===== config.mk =====
export PLATFORM = sky130hd
export DESIGN_NAME = calc_sequencer
export DESIGN_NICKNAME = d
export VERILOG_FILES = /design/src/rtl/calc_sequencer.sv
export SDC_FILE = /design/constraint.sdc
export NUM_CORES = 1
export LEC_CHECK = 0
export CORE_MARGIN = 4
export CORE_UTILIZATION = 40
export CTS_BUF_LIST = sky130_fd_sc_hd__clkbuf_4 sky130_fd_sc_hd__clkbuf_8 sky130_fd_sc_hd__clkbuf_16
export DETAILED_ROUTE_END_ITERATION = 8
export PLACE_DENSITY = 0.76
export SYNTH_ARGS = -nofsm -noshare
export SYNTH_HDL_FRONTEND = slang
export SYNTH_SLANG_ARGS = --single-unit
export TNS_END_PERCENT = 1

===== constraint.sdc =====
create_clock -name clock -period 1.81 [get_ports clock]
set_input_delay 0.4525 -clock clock [delete_from_list [all_inputs] [get_ports clock]]
set_output_delay 0.4525 -clock clock [all_outputs]
set_load 0.05 [all_outputs]

===== src/rtl/calc_sequencer.sv =====
// calc_sequencer: operand-entry and execution controller that drives an external multi-cycle ALU.
// Optional EXEC watchdog with an ERROR state is compiled in when CALC_TIMEOUT_EN is defined.

module calc_sequencer #(
    parameter int WIDTH    = 8,
    parameter int OP_W     = 4,
    parameter int DEBOUNCE = 4,
    parameter int CNT_W    = 8,
    parameter int TIMEOUT  = 64
) (
    input  logic             clock,
    input  logic             reset,
    input  logic [WIDTH-1:0] DataIn,
    input  logic [OP_W-1:0]  OpIn,
    input  logic             Enter,
    input  logic             Clear,
    input  logic             ChainMode,
    output logic             AluStart,
    output logic [WIDTH-1:0] AluA,
    output logic [WIDTH-1:0] AluB,
    output logic [OP_W-1:0]  AluOp,
    input  logic             AluDone,
    input  logic [WIDTH-1:0] AluResult,
    input  logic [2:0]       AluFlags,
    output logic [WIDTH-1:0] Result,
    output logic [2:0]       Flags,
    output logic [3:0]       Stage,
    output logic [CNT_W-1:0] OpCount,
    output logic             Error,
    output logic [2:0]       DbgState
);

    localparam int DB_W = $clog2(DEBOUNCE + 1);

    typedef enum logic [2:0] {
        S_IDLE   = 3'd0,
        S_HAVE_A = 3'd1,
        S_HAVE_B = 3'd2,
        S_EXEC   = 3'd3,
        S_RESULT = 3'd4,
        S_ERROR  = 3'd5
    } state_t;

    state_t            r_state;
    state_t            w_state_nxt;
    logic              r_enter_s1, r_enter_s2;
    logic              r_clear_s1, r_clear_s2, r_clear_s3;
    logic [DB_W-1:0]   r_deb_cnt;
    logic              r_enter_pulse;
    logic              w_clear_pulse;
    logic [WIDTH-1:0]  r_alu_a, r_alu_b, r_result;
    logic [OP_W-1:0]   r_alu_op;
    logic [2:0]        r_flags;
    logic [CNT_W-1:0]  r_op_count;
    logic              r_alu_start;
    logic              w_load_a, w_load_b, w_launch, w_complete;
    logic [WIDTH-1:0]  w_a_src;
    logic [3:0]        w_stage;

    // Enter pulse is registered so it lands exactly DEBOUNCE cycles after sync Enter rises.
    always_ff @(posedge clock) begin
        if (reset) begin
            r_enter_s1    <= 1'b0;
            r_enter_s2    <= 1'b0;
            r_clear_s1    <= 1'b0;
            r_clear_s2    <= 1'b0;
            r_clear_s3    <= 1'b0;
            r_deb_cnt     <= '0;
            r_enter_pulse <= 1'b0;
        end else begin
            r_enter_s1    <= Enter;
            r_enter_s2    <= r_enter_s1;
            r_clear_s1    <= Clear;
            r_clear_s2    <= r_clear_s1;
            r_clear_s3    <= r_clear_s2;
            r_enter_pulse <= r_enter_s2 && (r_deb_cnt == DB_W'(DEBOUNCE - 1));
            if (!r_enter_s2)
                r_deb_cnt <= '0;
            else if (r_deb_cnt != DB_W'(DEBOUNCE))
                r_deb_cnt <= r_deb_cnt + DB_W'(1);
        end
    end

    assign w_clear_pulse = r_clear_s2 && !r_clear_s3;

`ifdef CALC_TIMEOUT_EN
    localparam int TO_W = $clog2(TIMEOUT + 1);
    logic [TO_W-1:0] r_to_cnt;

    always_ff @(posedge clock) begin
        if (reset || w_launch)
            r_to_cnt <= '0;
        else if (r_state == S_EXEC && r_to_cnt != TO_W'(TIMEOUT))
            r_to_cnt <= r_to_cnt + TO_W'(1);
    end
`endif

    always_ff @(posedge clock) begin
        if (reset)
            r_state <= S_IDLE;
        else
            r_state <= w_state_nxt;
    end

    // AluStart/AluDone are one-cycle pulses: start is issued once per launch, and done is
    // honoured only in EXEC and never in the start cycle itself (the ALU replies 1+ cycles later).
    always_comb begin
        w_state_nxt = r_state;
        w_load_a    = 1'b0;
        w_load_b    = 1'b0;
        w_launch    = 1'b0;
        w_complete  = 1'b0;
        w_a_src     = DataIn;
        if (w_clear_pulse) begin
            w_state_nxt = S_IDLE;
        end else begin
            case (r_state)
                S_IDLE: if (r_enter_pulse) begin
                    w_load_a    = 1'b1;
                    w_state_nxt = S_HAVE_A;
                end
                S_HAVE_A: if (r_enter_pulse) begin
                    w_load_b    = 1'b1;
                    w_state_nxt = S_HAVE_B;
                end
                S_HAVE_B: if (r_enter_pulse) begin
                    w_launch    = 1'b1;
                    w_state_nxt = S_EXEC;
                end
                S_EXEC: begin
                    if (AluDone && !r_alu_start) begin
                        w_complete  = 1'b1;
                        w_state_nxt = S_RESULT;
                    end
`ifdef CALC_TIMEOUT_EN
                    else if (r_to_cnt == TO_W'(TIMEOUT - 1)) begin
                        w_state_nxt = S_ERROR;
                    end
`endif
                end
                S_RESULT: if (r_enter_pulse) begin
                    w_load_a    = 1'b1;
                    w_a_src     = ChainMode ? r_result : DataIn;
                    w_state_nxt = S_HAVE_A;
                end
`ifdef CALC_TIMEOUT_EN
                S_ERROR: w_state_nxt = S_ERROR;
`endif
                default: w_state_nxt = S_IDLE;
            endcase
        end
    end

    always_ff @(posedge clock) begin
        if (reset) begin
            r_alu_a     <= '0;
            r_alu_b     <= '0;
            r_alu_op    <= '0;
            r_result    <= '0;
            r_flags     <= '0;
            r_op_count  <= '0;
            r_alu_start <= 1'b0;
        end else begin
            r_alu_start <= w_launch;
            if (w_clear_pulse) begin
                r_alu_a  <= '0;
                r_alu_b  <= '0;
                r_alu_op <= '0;
                r_result <= '0;
                r_flags  <= '0;
            end else begin
                if (w_load_a)
                    r_alu_a <= w_a_src;
                if (w_load_b)
                    r_alu_b <= DataIn;
                if (w_launch)
                    r_alu_op <= OpIn;
                if (w_complete) begin
                    r_result <= AluResult;
                    r_flags  <= AluFlags;
                    if (r_op_count != {CNT_W{1'b1}})
                        r_op_count <= r_op_count + CNT_W'(1);
                end
            end
        end
    end

    always_comb begin
        w_stage = 4'b0001;
        case (r_state)
            S_IDLE:   w_stage = 4'b0001;
            S_HAVE_A: w_stage = 4'b0011;
            S_HAVE_B: w_stage = 4'b0111;
            S_EXEC:   w_stage = 4'b0111;
            S_RESULT: w_stage = 4'b1111;
            S_ERROR:  w_stage = 4'b1001;
            default:  w_stage = 4'b0001;
        endcase
    end

`ifdef CALC_TIMEOUT_EN
    assign Error = (r_state == S_ERROR);
`else
    assign Error = 1'b0;
`endif

    assign AluStart = r_alu_start;
    assign AluA     = r_alu_a;
    assign AluB     = r_alu_b;
    assign AluOp    = r_alu_op;
    assign Result   = r_result;
    assign Flags    = r_flags;
    assign OpCount  = r_op_count;
    assign Stage    = w_stage;
    assign DbgState = r_state;

endmodule


==> run summary <==
post-synthesis sequential area ratio - 49.1%
Data arrival, critical path - 1.26 ns
starting DRC count in detailed routing - 124
CP required - 1.36 ns
end-of-flow core utilization - 61.7%
layout cells sized above 1 - 28.4%
Inst Count DP - 387
Min-Delay Path Class - register to register
WL per Instance - 14.0 µm
Netlist cell types - 40
Synth area leader - dfxtp_1
critical path peak fanout - 8
max_cap viols - 0
Post-DP Area - 2960 µm²
Core ar. - 5140 µm²
TritonRoute pass-1 iters - 4
DIE WIDTH - 80.8 µm
Clock Skew - 0.00514 ns
Num CTS Buffers - 5
Slew Viols, Final - 0
asr flop ratio synth - 0%
initial core utilization - 41.3%
initial antenna violation count - 0
Routed Antenna Nets - 0
crit-path leading delay family - flip-flops
final cycle utilization of the critical path - 94.7%
f_max - 584 MHz
CP Class - register to primary output
critical path depth in cells - 4
r2r worst-path depth - 5
Synth top area share - 49.1%
final total power - 0.00190 W
gr usage total - 17.1%
status - completed
Die Y - 80.8 µm
Post-CTS Hold Buffers - 0
#FFs+latches synth - 52
Clock Tree Root - clkbuf_8
Hold Path Depth - 1
CP cell instances - nor2_4 -> buf_4 -> xnor2_2 -> buf_12
kind of end point of the critical path - primary output
Vias - 1974
RSZ-0062 raised after global routing - false
total grt overflow - 0
slowest stage delay, CP - 0.43 ns
io pins - 77
CTS Sinks - 52
final non-filler cell total - 397
Final Hold Fails - 0
DRC Markers - 0
die area - 6530 µm²
H-tree Lvls - 2
post-synthesis instance total - 245
vias in the first global route - 1878
most common cell after layout, fill and taps aside - buf_4
antenna cells - 0
startpoint types - register
Total Wirelength - 5.54 mm
Pleak - 1.28 nW
Post-synth EDFFs - 0
commonest non-fill, non-tap cells in the layout - buf_4, dfxtp_1, nand2_1
Area growth, synth to finish - 49.5%
CP bufs+invs - 2
Post-DP HPWL - 4.09 mm
Synth area leaders - dfxtp_1, nand2_1, mux2i_1
number of synthesis warnings - 0
Rows - 26
first-pass GRT wire length - 8.70 mm
Worst-path clk slew - 0.08 ns
mapped cell area - 2120 µm²
ys flop type - dfxtp_1
Max clock buf depth - 2
Worst VDD drop - 430 µV
largest net degree at the start of global routing - 21
Syn Nets - 278
clock latency on the worst-skew pair - 0.30 ns
slowest CP cell - dfxtp_2
Final min period - 1.71 ns
Final Wtd Congestion - 0.821
power per cell area - 598 nW/µm²
setup violators final - 0
fin nets - 360
design area - 3170 µm²
CTS tree - done
via/cell ratio - 4.97
Syn Area/Cell - 8.66 µm²
IO buf count - 74
## metal layers
layer	routed length, µm	share of wire (%)	vias up	track usage, %
met5	0	0	-	0
met4	124	2.2	0	7.94
met3	324	5.8	9	5.43
met2	2650	48	49	27.8
met1	2450	44	912	20.6
li1	-	-	1004	-
## sequential cells by signal (all words and copies together) (netlist names), 3 cells and up
signal     flops
DbgState       3
AluB           8
Flags          3
OpCount        8
r_deb_cnt      3
Result         8
AluA           8
AluOp          4
## power by group
part           leakage [nW]  switching [W]  internal (W)
Clock                0.0445       0.000349      0.000279
Sequential            0.423     0.00000181       0.00114
Combinational         0.810      0.0000527     0.0000710
Total                  1.28       0.000403       0.00149
## repair_timing
item	in CTS	in global routing
pin swaps	2	8
gates cloned	0	0
setup endpoints to repair	9	8
setup buffers	0	3
gates resized for setup	4	17
## final timing paths
check                            from                 endpoint  slack (ns)
max reg2reg       AluStart$_SDFF_PP0_  OpCount[0]$_SDFFE_PP0P_        0.13
max          DbgState[1]$_SDFFE_PP0P_                 Stage[1]         0.1
min             r_enter_s1$_SDFF_PP0_    r_enter_s2$_SDFF_PP0_        0.45
min reg2reg     r_enter_s1$_SDFF_PP0_    r_enter_s2$_SDFF_PP0_        0.45
## area by class of cell
| cell class | count | area, µm² |
|---|---|---|
| clock buffer | 6 | 76.3 |
| timing repair buffer | 91 | 847 |
| clock inverter | 1 | 5.00 |
| tap | 70 | 87.6 |
| inverter | 6 | 22.5 |
| sequential | 52 | 1050 |
| fill | 476 | 1970 |
| multi-input combinational | 171 | 1080 |
## metrics by stage
step           hold slack [ns]  worst slack (ns)  TNS [ns]
2_1_floorplan            0.414           -0.0332   -0.0515
3_3_place_gp             0.416            -0.485     -5.17
3_5_place_dp             0.432            -0.504     -5.55
4_1_cts                  0.453           -0.0291   -0.0733
5_1_grt                  0.463            0.0143         0
6_report                 0.446            0.0965         0
## cells in the mapped netlist, drive strengths merged (2+ instances only)
master	instances
nor3	4
buf	4
or4	2
nand2	46
and3	2
nand2b	2
a21oi	18
inv	6
xnor2	2
a31oi	9
or3	2
mux2i	12
conb	2
nand3b	5
nor2b	8
ha	4
clkbuf	12
o41ai	2
nor2	20
nand3	3
o21ai	12
nand4	3
dfxtp	52
## cell families after synthesis
logic type	after synthesis	synth area share, %
compound gates	46	12.6
xor+xnor	2	0.826
buf+inv	22	4.66
simple gates	104	24.0
other cells	2	0.354
flops	52	49.1
mux	13	6.19
fa+ha+maj	4	2.36
No activity file was read; power rests on OpenSTA's default activity.
